[src/rtl/user_press_counter.sv]
// rtl/user_press_counter.sv - button synchroniser, debouncer and press counter
// Counts debounced press edges inside a start/stop round window.
module user_press_counter #(
  parameter int SYNC_STAGES     = 2,
  parameter int DEBOUNCE_CYCLES = 1000000,
  parameter int COUNT_WIDTH     = 8
) (
  input  logic                   Clk100M,
  input  logic                   Reset,
  input  logic                   start,
  input  logic                   stop,
  input  logic                   button,
  output logic [COUNT_WIDTH-1:0] userCount,
  output logic                   counting,
  output logic                   pressPulse,
  output logic                   saturated
);

  localparam int DB_W = (DEBOUNCE_CYCLES > 2) ? $clog2(DEBOUNCE_CYCLES) : 1;
  localparam logic [DB_W-1:0]        DB_LAST   = DB_W'(DEBOUNCE_CYCLES - 1);
  localparam logic [COUNT_WIDTH-1:0] COUNT_MAX = '1;

  typedef enum logic {
    IDLE     = 1'b0,
    COUNTING = 1'b1
  } state_t;

  state_t                 state_q, state_d;
  logic [SYNC_STAGES-1:0] sync_q, sync_d;
  logic                   btn_s;
  logic [DB_W-1:0]        db_cnt_q, db_cnt_d;
  logic                   level_q, level_d;
  logic                   level_dly_q;
  logic                   rise;
  logic                   press_q;
  logic [COUNT_WIDTH-1:0] count_q, count_d;

  assign sync_d = {sync_q[SYNC_STAGES-2:0], button};
  assign btn_s  = sync_q[SYNC_STAGES-1];

  // The level only moves after btn_s has disagreed with it for DEBOUNCE_CYCLES edges.
  always_comb begin
    db_cnt_d = '0;
    level_d  = level_q;
    if (btn_s != level_q) begin
      if (db_cnt_q == DB_LAST) begin
        level_d = btn_s;
      end else begin
        db_cnt_d = db_cnt_q + 1'b1;
      end
    end
  end

  assign rise = level_q & ~level_dly_q;

  always_comb begin
    state_d = state_q;
    if (start) begin
      state_d = COUNTING;
    end else if (state_q == COUNTING && stop) begin
      state_d = IDLE;
    end
  end

  // start clears even when a press lands on the same edge; a press on the stop edge still counts.
  always_comb begin
    count_d = count_q;
    if (start) begin
      count_d = '0;
    end else if (state_q == COUNTING && rise && count_q != COUNT_MAX) begin
      count_d = count_q + 1'b1;
    end
  end

  always_ff @(posedge Clk100M or posedge Reset) begin
    if (Reset) begin
      sync_q      <= '0;
      db_cnt_q    <= '0;
      level_q     <= 1'b0;
      level_dly_q <= 1'b0;
      press_q     <= 1'b0;
      count_q     <= '0;
      state_q     <= IDLE;
    end else begin
      sync_q      <= sync_d;
      db_cnt_q    <= db_cnt_d;
      level_q     <= level_d;
      level_dly_q <= level_q;
      press_q     <= rise;
      count_q     <= count_d;
      state_q     <= state_d;
    end
  end

  assign userCount  = count_q;
  assign counting   = (state_q == COUNTING);
  assign pressPulse = press_q;
  assign saturated  = (count_q == COUNT_MAX);

endmodule

[config.mk]
export PLATFORM = sky130hd
export DESIGN_NAME = user_press_counter
export DESIGN_NICKNAME = d
export VERILOG_FILES = /design/src/rtl/user_press_counter.sv
export SDC_FILE = /design/constraint.sdc
export NUM_CORES = 1
export LEC_CHECK = 0
export ABC_AREA = 1
export BUFFER_PORTS_ARGS = -buffer_cell sky130_fd_sc_hd__buf_2
export CORE_MARGIN = 10
export CORE_UTILIZATION = 63
export CTS_CLUSTER_SIZE = 10
export DETAILED_ROUTE_END_ITERATION = 8
export HOLD_SLACK_MARGIN = 0.05
export PLACE_DENSITY_LB_ADDON = 0.1
export SLEW_MARGIN = 20
export SYNTH_ARGS = -nofsm -noshare
export SYNTH_HDL_FRONTEND = slang
export SYNTH_SLANG_ARGS = --single-unit
[constraint.sdc]
create_clock -name Clk100M -period 2.6 [get_ports Clk100M]
set_input_delay 0 -clock Clk100M [delete_from_list [all_inputs] [get_ports Clk100M]]
set_output_delay 0 -clock Clk100M [all_outputs]
set_load 0.05 [all_outputs]
==> summary.md, run 1 <==
| Metric | Value |
|---|---|
| Run status | `complete, no violations` |
| Top-count cell post-synth | `nand2_1` |
| Number of levels in the clock H-tree | `2` |
| Die footprint | `5480 µm²` |
| Clk Latency, worst-skew pair | `350 ps` |
| Maximum achievable frequency | `roughly 600 MHz` |
| CP max FO | `4` |
| Number of global-route vias before repair | `1,387` |
| Starting density of the core | `0.661` |
| Worst r2r src | `userCount[0]` |
| Worst reg2reg path endpoint | `userCount[3]` |
| Global route total overflow | `0` |
| Wire length of the first global-routing pass | `6.27 mm` |
| Required time at the endpoint of the critical path | `approximately 2600 ps` |
| Count of vias placed by the detailed router | `1,503` |
| Post-Synthesis Net Count | `235` |
| Die span in x | `74.0 µm` |
| Hold Path Class | `primary input to async pin` |
| Aggregate negative setup slack | `0 ps` |
| Critical path launch point type | `register` |
| Area of the core | `approximately 2800 µm²` |
| Commonest register cell after synthesis | `dfrtp_1` |
| Final-report setup violation count | `0` |
| Layout-stage area growth over the synthesis result | `12.3%` |
| Distinct cells, synth | `24` |
| Period utilisation layout | `0.641` |
| Cell type with the largest total area after synthesis | `dfrtp_1` |
| Number of slew-limit violations in the final report | `0` |
| Number of maximum-capacitance constraint violations | `0` |
| Number of primary I/O pins | `16` |
| Worst vdd rail ir drop | `0.390 mV` |
| Final Wtd Congestion | `between 0.8 and 0.9` |
| Post-Syn Area | `approximately 1800 µm²` |
| Number of placement rows | `19` |
| Critical path endpoint category | `output port` |
| Fraction of synthesis flops using an asynchronous set or reset pin | `1.00` |
| Cell at the root of the clock tree | `clkbuf_4` |
| Count of input and output buffers | `15` |
| Detailed placement HPWL | `2.71 mm` |
| Arr. time, crit path | `between 1500 and 2000 ps` |
| Net total in the final layout | `262` |
| Clock buffers created by TritonCTS | `5` |
| Number of antenna violations at the first check in global routing | `0` |
| Clock sink count | `34` |
| Synth top area share | `0.463` |
| Worst Clk Skew | `18.8 ps` |
| Number of enable-type register cells in the synthesized netlist | `0` |
| Seq cells post-synth | `34` |
| Worst Setup Path Type | `register to output port` |
| 1st-pass router iterations | `4` |
| Reg-to-reg setup timing slack | `between 1000 and 1500 ps` |
| RSZ-0062 raised after global routing | `false` |
| Top post-synthesis cells by area | `dfrtp_1 46%, nand2_1 8.8%, nor2_1 8.4%` |
| Number of instances in the synthesized netlist | `228` |
| Number of nets with antenna violations after routing | `0` |
| Post-CTS Repair Setup Buffers | `0` |
| Diode count | `0` |
| First-iteration detailed-routing DRC count | `67` |
| Power density over the cells | `434 nW/µm²` |
| Post-route minimum period | `1670 ps` |
| Avg Inst Size Synth | `a little over 8 µm²` |
| Worst slew pin tran | `584 ps` |
| Fraction of the yosys area taken by sequential cells | `0.463` |
| Height of the die | `between 70 and 80 µm` |
| Cell depth of the worst flop-to-flop path | `7` |
| Final hold violation count | `0` |
| Detailed-route vias per instance | `~5.2` |
| Fraction of final layout cells sized beyond drive strength 1 | `0.191` |
| Total Routed Length | `~3.7 mm` |
| Clk buf depth | `2` |
| Mean routed wirelength per cell | `about 13 µm` |
| Total design power | `896 µW` |
| Static Leakage | `0.000945 µW` |
| Maximum number of pins on one net before global-route repair | `30` |
| Global-route usage over all layers | `0.147` |
| Slew headroom | `0.610` |
| Synthesis Warnings | `0` |
| TritonCTS clock tree | `yes` |
| Detailed-route DRC error count | `0` |
| Clock slew at reported path FFs | `110 ps` |
| Most numerous cell types in the synthesized netlist | `43 x nand2_1, 41 x nor2_1, 34 x dfrtp_1` |
[critical path: stages, from the launching register on]
cell	delay, ps
dfrtp_1	400
ha_1	190
nand3_1	140
nor2_2	200
nand2_1	70
inv_1	70
buf_2	260
[layer usage]
layer / track usage / up-vias / routed length [µm]
li1: - / 778 / -
met1: 0.179 / 693 / 1730
met2: 0.241 / 27 / 1820
met3: 0.0399 / 5 / 111
met4: 0.0559 / 0 / 52
met5: 0 / - / 0
[registers in the layout, summed over array words and instances (netlist names)]
register,cells
counting,1
db_cnt_q,20
level_dly_q,1
level_q,1
pressPulse,1
sync_q,2
userCount,8
[cell usage in the layout (no fill, tap or decap), types with 2 or more instances in the layout]
master and instances:
nor2_2 6, a21oi_1 4, dlygate4sd3_1 5, inv_1 21
dfrtp_1 34, clkbuf_4 5, nand2_2 6, buf_2 15
nand2_1 43, o21ai_0 3, inv_2 4, ha_1 2
o21ai_1 6, nand3_1 29, xnor2_1 4, nor2_4 3
nand3_2 3, nor2_1 41, nand4_1 4, xor2_1 8
[stage by stage]
stage	instances	worst slack [ps]	util	hold slack, ps	cell area, µm²
CTS	287	918	0.742	286	2060
finish	287	933	0.742	289	2060
floorplan	228	597	-	31.4	1840
detailed placement	274	1180	0.703	109	1950
global placement	274	1210	0.703	110	1950
global route	287	782	0.742	300	2060
[worst max-delay path by stage]
stage                       from           end  slack, ps  cells after the start
CTS                 userCount[1]     saturated        920                      6
floorplan           userCount[1]  userCount[4]        600                      8
finish              userCount[1]     saturated        930                      6
detailed placement  userCount[1]  userCount[5]       1180                      7
global route        userCount[1]     saturated        780                      6
global placement    userCount[0]  userCount[0]       1210                      7
[what timing repair did]
item / in CTS / in global routing
gates resized for setup: 0 / 0
hold buffers: 5 / 0
hold endpoints to repair: 36 / 0
[cell families after synthesis]
| group | share of synthesized area |
|---|---|
| fa+ha+maj | 0.0136 |
| buf+inv | 0.0558 |
| xor+xnor | 0.0660 |
| compound gates | 0.0442 |
| flops | 0.463 |
| simple gates | 0.357 |
[cell type report]
cell class | instances | area [µm²]
fill | 218 | 717
clock inverter | 1 | 5.00
inverter | 26 | 97.6
sequential | 34 | 851
multi-input combinational | 167 | 885
clock buffer | 7 | 55.1
timing repair buffer | 21 | 133
tap | 31 | 38.8
[where the power goes]
group	switching, µW	leakage [µW]	internal (µW)
logic	33.9	0.000445	17.1
clock network	174	0.0000353	131
registers	5.73	0.000465	535
total	214	0.000945	683
(Power assumes the default switching activity.)
==> run 2, diff against run 1 <==
Settings changed: CORE_UTILIZATION 63 to 53.
Clock period 2.6 ns to 1.5 ns, I/O delays scaled along.
==> summary.md, run 2 (synthesis results as in run 1) <==
| Metric | Value |
|---|---|
| Mean routed wirelength per cell | `12.4 µm (-3.7%)` |
| Area of the core | `3340 µm² (+20%)` |
| 1st-pass router iterations | `4 (unchanged)` |
| Count of vias placed by the detailed router | `1,542 (+2.6%)` |
| Number of antenna violations at the first check in global routing | `0 (unchanged)` |
| Run status | `complete, no violations` |
| Static Leakage | `0.000965 µW (+2.1%)` |
| Pre-CTS setup slack | `94.2 ps (-1090 ps)` |
| Detailed-route vias per instance | `4.99 (-4.7%)` |
| Critical path endpoint category | `output port` |
| Clock sink count | `34 (unchanged)` |
| Die span in x | `78.9 µm (+6.6%)` |
| Post-placement cell count | `291 (+6.2%)` |
| Global-route layer with the greatest usage | `met2` |
| Arr. time, crit path | `1460 ps (-210 ps)` |
| Global-route usage over all layers | `0.135 (-0.0113)` |
| Diode count | `0 (unchanged)` |
| Clock slew at reported path FFs | `110 ps (about the same)` |
| Fraction of final layout cells sized beyond drive strength 1 | `0.255 (+0.0633)` |
| Worst Setup Path Type | `register to output port` |
| Number of primary I/O pins | `16 (unchanged)` |
| Starting density of the core | `0.551 (-0.110)` |
| Die footprint | `6220 µm² (+14%)` |
| Critical path launch point type | `register` |
| Wire length of the first global-routing pass | `6.96 mm (+11%)` |
| Period utilisation layout | `0.974` |
| Hold Path Class | `primary input to async pin` |
| Met3 routing resource usage after global routing | `0.0417 (+0.00177)` |
| Required time at the endpoint of the critical path | `1500 ps (-1100 ps)` |
| Setup ws final | `39.5 ps (-893 ps)` |
| Total Routed Length | `3.85 mm (+3.7%)` |
| Clk Latency, worst-skew pair | `350 ps (about the same)` |
| Relative contribution of the clock network to total power | `0.347 (+0.007)` |
| CP max FO | `3 (-1)` |
| Slew headroom | `0.665 (+0.0550)` |
| TritonCTS clock tree | `yes` |
| Post-route minimum period | `1460 ps` |
| Largest register FFs | `20 (unchanged)` |
| Detailed placement HPWL | `2.84 mm (+4.8%)` |
| Internal power component | `1190 µW (+74%)` |
| Cell at the root of the clock tree | `clkbuf_4` |
| Global Route met2 Usage | `0.204 (-0.0375)` |
| Sequential Power Share | `0.592 (-0.011)` |
| Final Wtd Congestion | `0.929 (+10%)` |
| Worst slew pin tran | `502 ps (-82.2 ps)` |
| Number of levels in the clock H-tree | `2 (unchanged)` |
| Net switching power figure | `395 µW (+85%)` |
| Layout-stage area growth over the synthesis result | `20.4%` |
| Maximum achievable frequency | `685 MHz` |
| Non-filler cells, final | `309 (+7.7%)` |
| Detailed-route DRC error count | `0 (unchanged)` |
| Clk buf depth | `2 (unchanged)` |
| Clock buffers created by TritonCTS | `5 (unchanged)` |
| RSZ-0062 raised after global routing | `true` |
| Global route total overflow | `0 (unchanged)` |
| Number of slew-limit violations in the final report | `0 (unchanged)` |
| Count of input and output buffers | `15 (unchanged)` |
| Maximum number of pins on one net before global-route repair | `15 (-50%)` |
| Power density over the cells | `715 nW/µm² (+65%)` |
| Number of placement rows | `21 (+2)` |
| Worst vdd rail ir drop | `0.645 mV (+65%)` |
| Global Route met1 Usage | `0.181 (+0.00211)` |
| Register bank with the most flops | `db_cnt_q` |
| Height of the die | `78.9 µm (+6.6%)` |
| Commonest non-fill, non-tap cells in the layout | `42 x nand2_1, 40 x nor2_1, 30 x dfrtp_1, 28 x nand3_1, 21 x inv_1` |
| First-iteration detailed-routing DRC count | `131 (+96%)` |
| Switching Share | `0.250 (+0.0116)` |
| Number of global-route vias before repair | `1,529 (+10%)` |
| Worst Clk Skew | `6.28 ps (-12.6 ps)` |
| Number of nets with antenna violations after routing | `0 (unchanged)` |
| Net total in the final layout | `269 (+2.7%)` |
| Final-report setup violation count | `0 (unchanged)` |
| Final hold violation count | `0 (unchanged)` |
| Total design power | `1580 µW (+77%)` |
| Most common library cell in the layout ignoring fill and taps | `nand2_1` |
| Combinational group share of total power | `0.061 (+0.004)` |
| Number of maximum-capacitance constraint violations | `0 (unchanged)` |
-- run 2: changes by cell type in the layout (fill, tap and decap cells not counted), moves of 2 or more --
cell and change:
buf_4 +7, dfrtp_1 -4, dfrtp_2 +4, clkinvlp_4 +2, ha_1 -2
-- run 2: worst paths after layout --
path,startpoint,end,slack (ps),depth (start not counted)
max in group asynchronous,Reset,db_cnt_q[4],720,4
min reg2reg,sync_q[0],sync_q[1],360,0
max,userCount[0],saturated,40,6
max reg2reg,userCount[0],userCount[0],100,8
min in group Clk100M,button,sync_q[0],310,2
min,Reset,userCount[5],210,3
-- run 2: what timing repair did --
action | CTS | global route
buffers inserted | 2 | 3
endpoints found under the hold margin | 24 | 0
gates resized for setup | 2 | 6
pin swaps | 1 | 4
hold buffers | 5 | 0
endpoints found under the setup margin | 1 | 4
-- run 2: per-stage QoR --
| stage | hold slack (ps) | setup TNS (ps) | cell area [µm²] | util |
|---|---|---|---|---|
| 2_1_floorplan | 31.4 | -421 | 1880 | - |
| 3_3_place_gp | 62.5 | 0 | 2030 | 0.609 |
| 3_5_place_dp | 47.9 | 0 | 2030 | 0.609 |
| 4_1_cts | 209 | 0 | 2170 | 0.649 |
| 5_1_grt | 246 | -45.7 | 2210 | 0.663 |
| 6_report | 208 | 0 | 2210 | 0.663 |
-- run 2: power groups by stage --
stage | registers, µW | clock network, µW | logic [µW]
floorplan | 960 | 0 | 49.3
global placement | 955 | 0 | 83.9
detailed placement | 955 | 0 | 84.1
CTS | 937 | 560 | 94.9
global route | 939 | 604 | 109
finish | 937 | 550 | 96.1
-- run 2: area by class of cell --
class | instances | area (µm²)
sequential | 34 | 856
multi-input combinational | 167 | 938
clock inverter | 2 | 12.5
fill | 282 | 1120
clock buffer | 6 | 51.3
timing repair buffer | 28 | 195
tap | 46 | 57.6
inverter | 26 | 101
-- run 2: per-layer routing --
metal	vias up	wire length, µm	part of all wire
met2	23	1750	0.46
met4	0	59	0.015
li1	789	-	-
met3	6	129	0.034
met1	724	1900	0.49
met5	-	0	0
-- run 2: worst max-delay path: stages (launching register included) --
cell and delay, ps:
dfrtp_2 400, ha_4 150, nand3_4 80, nor2_4 170
nand2_2 80, clkinvlp_4 90, buf_8 140
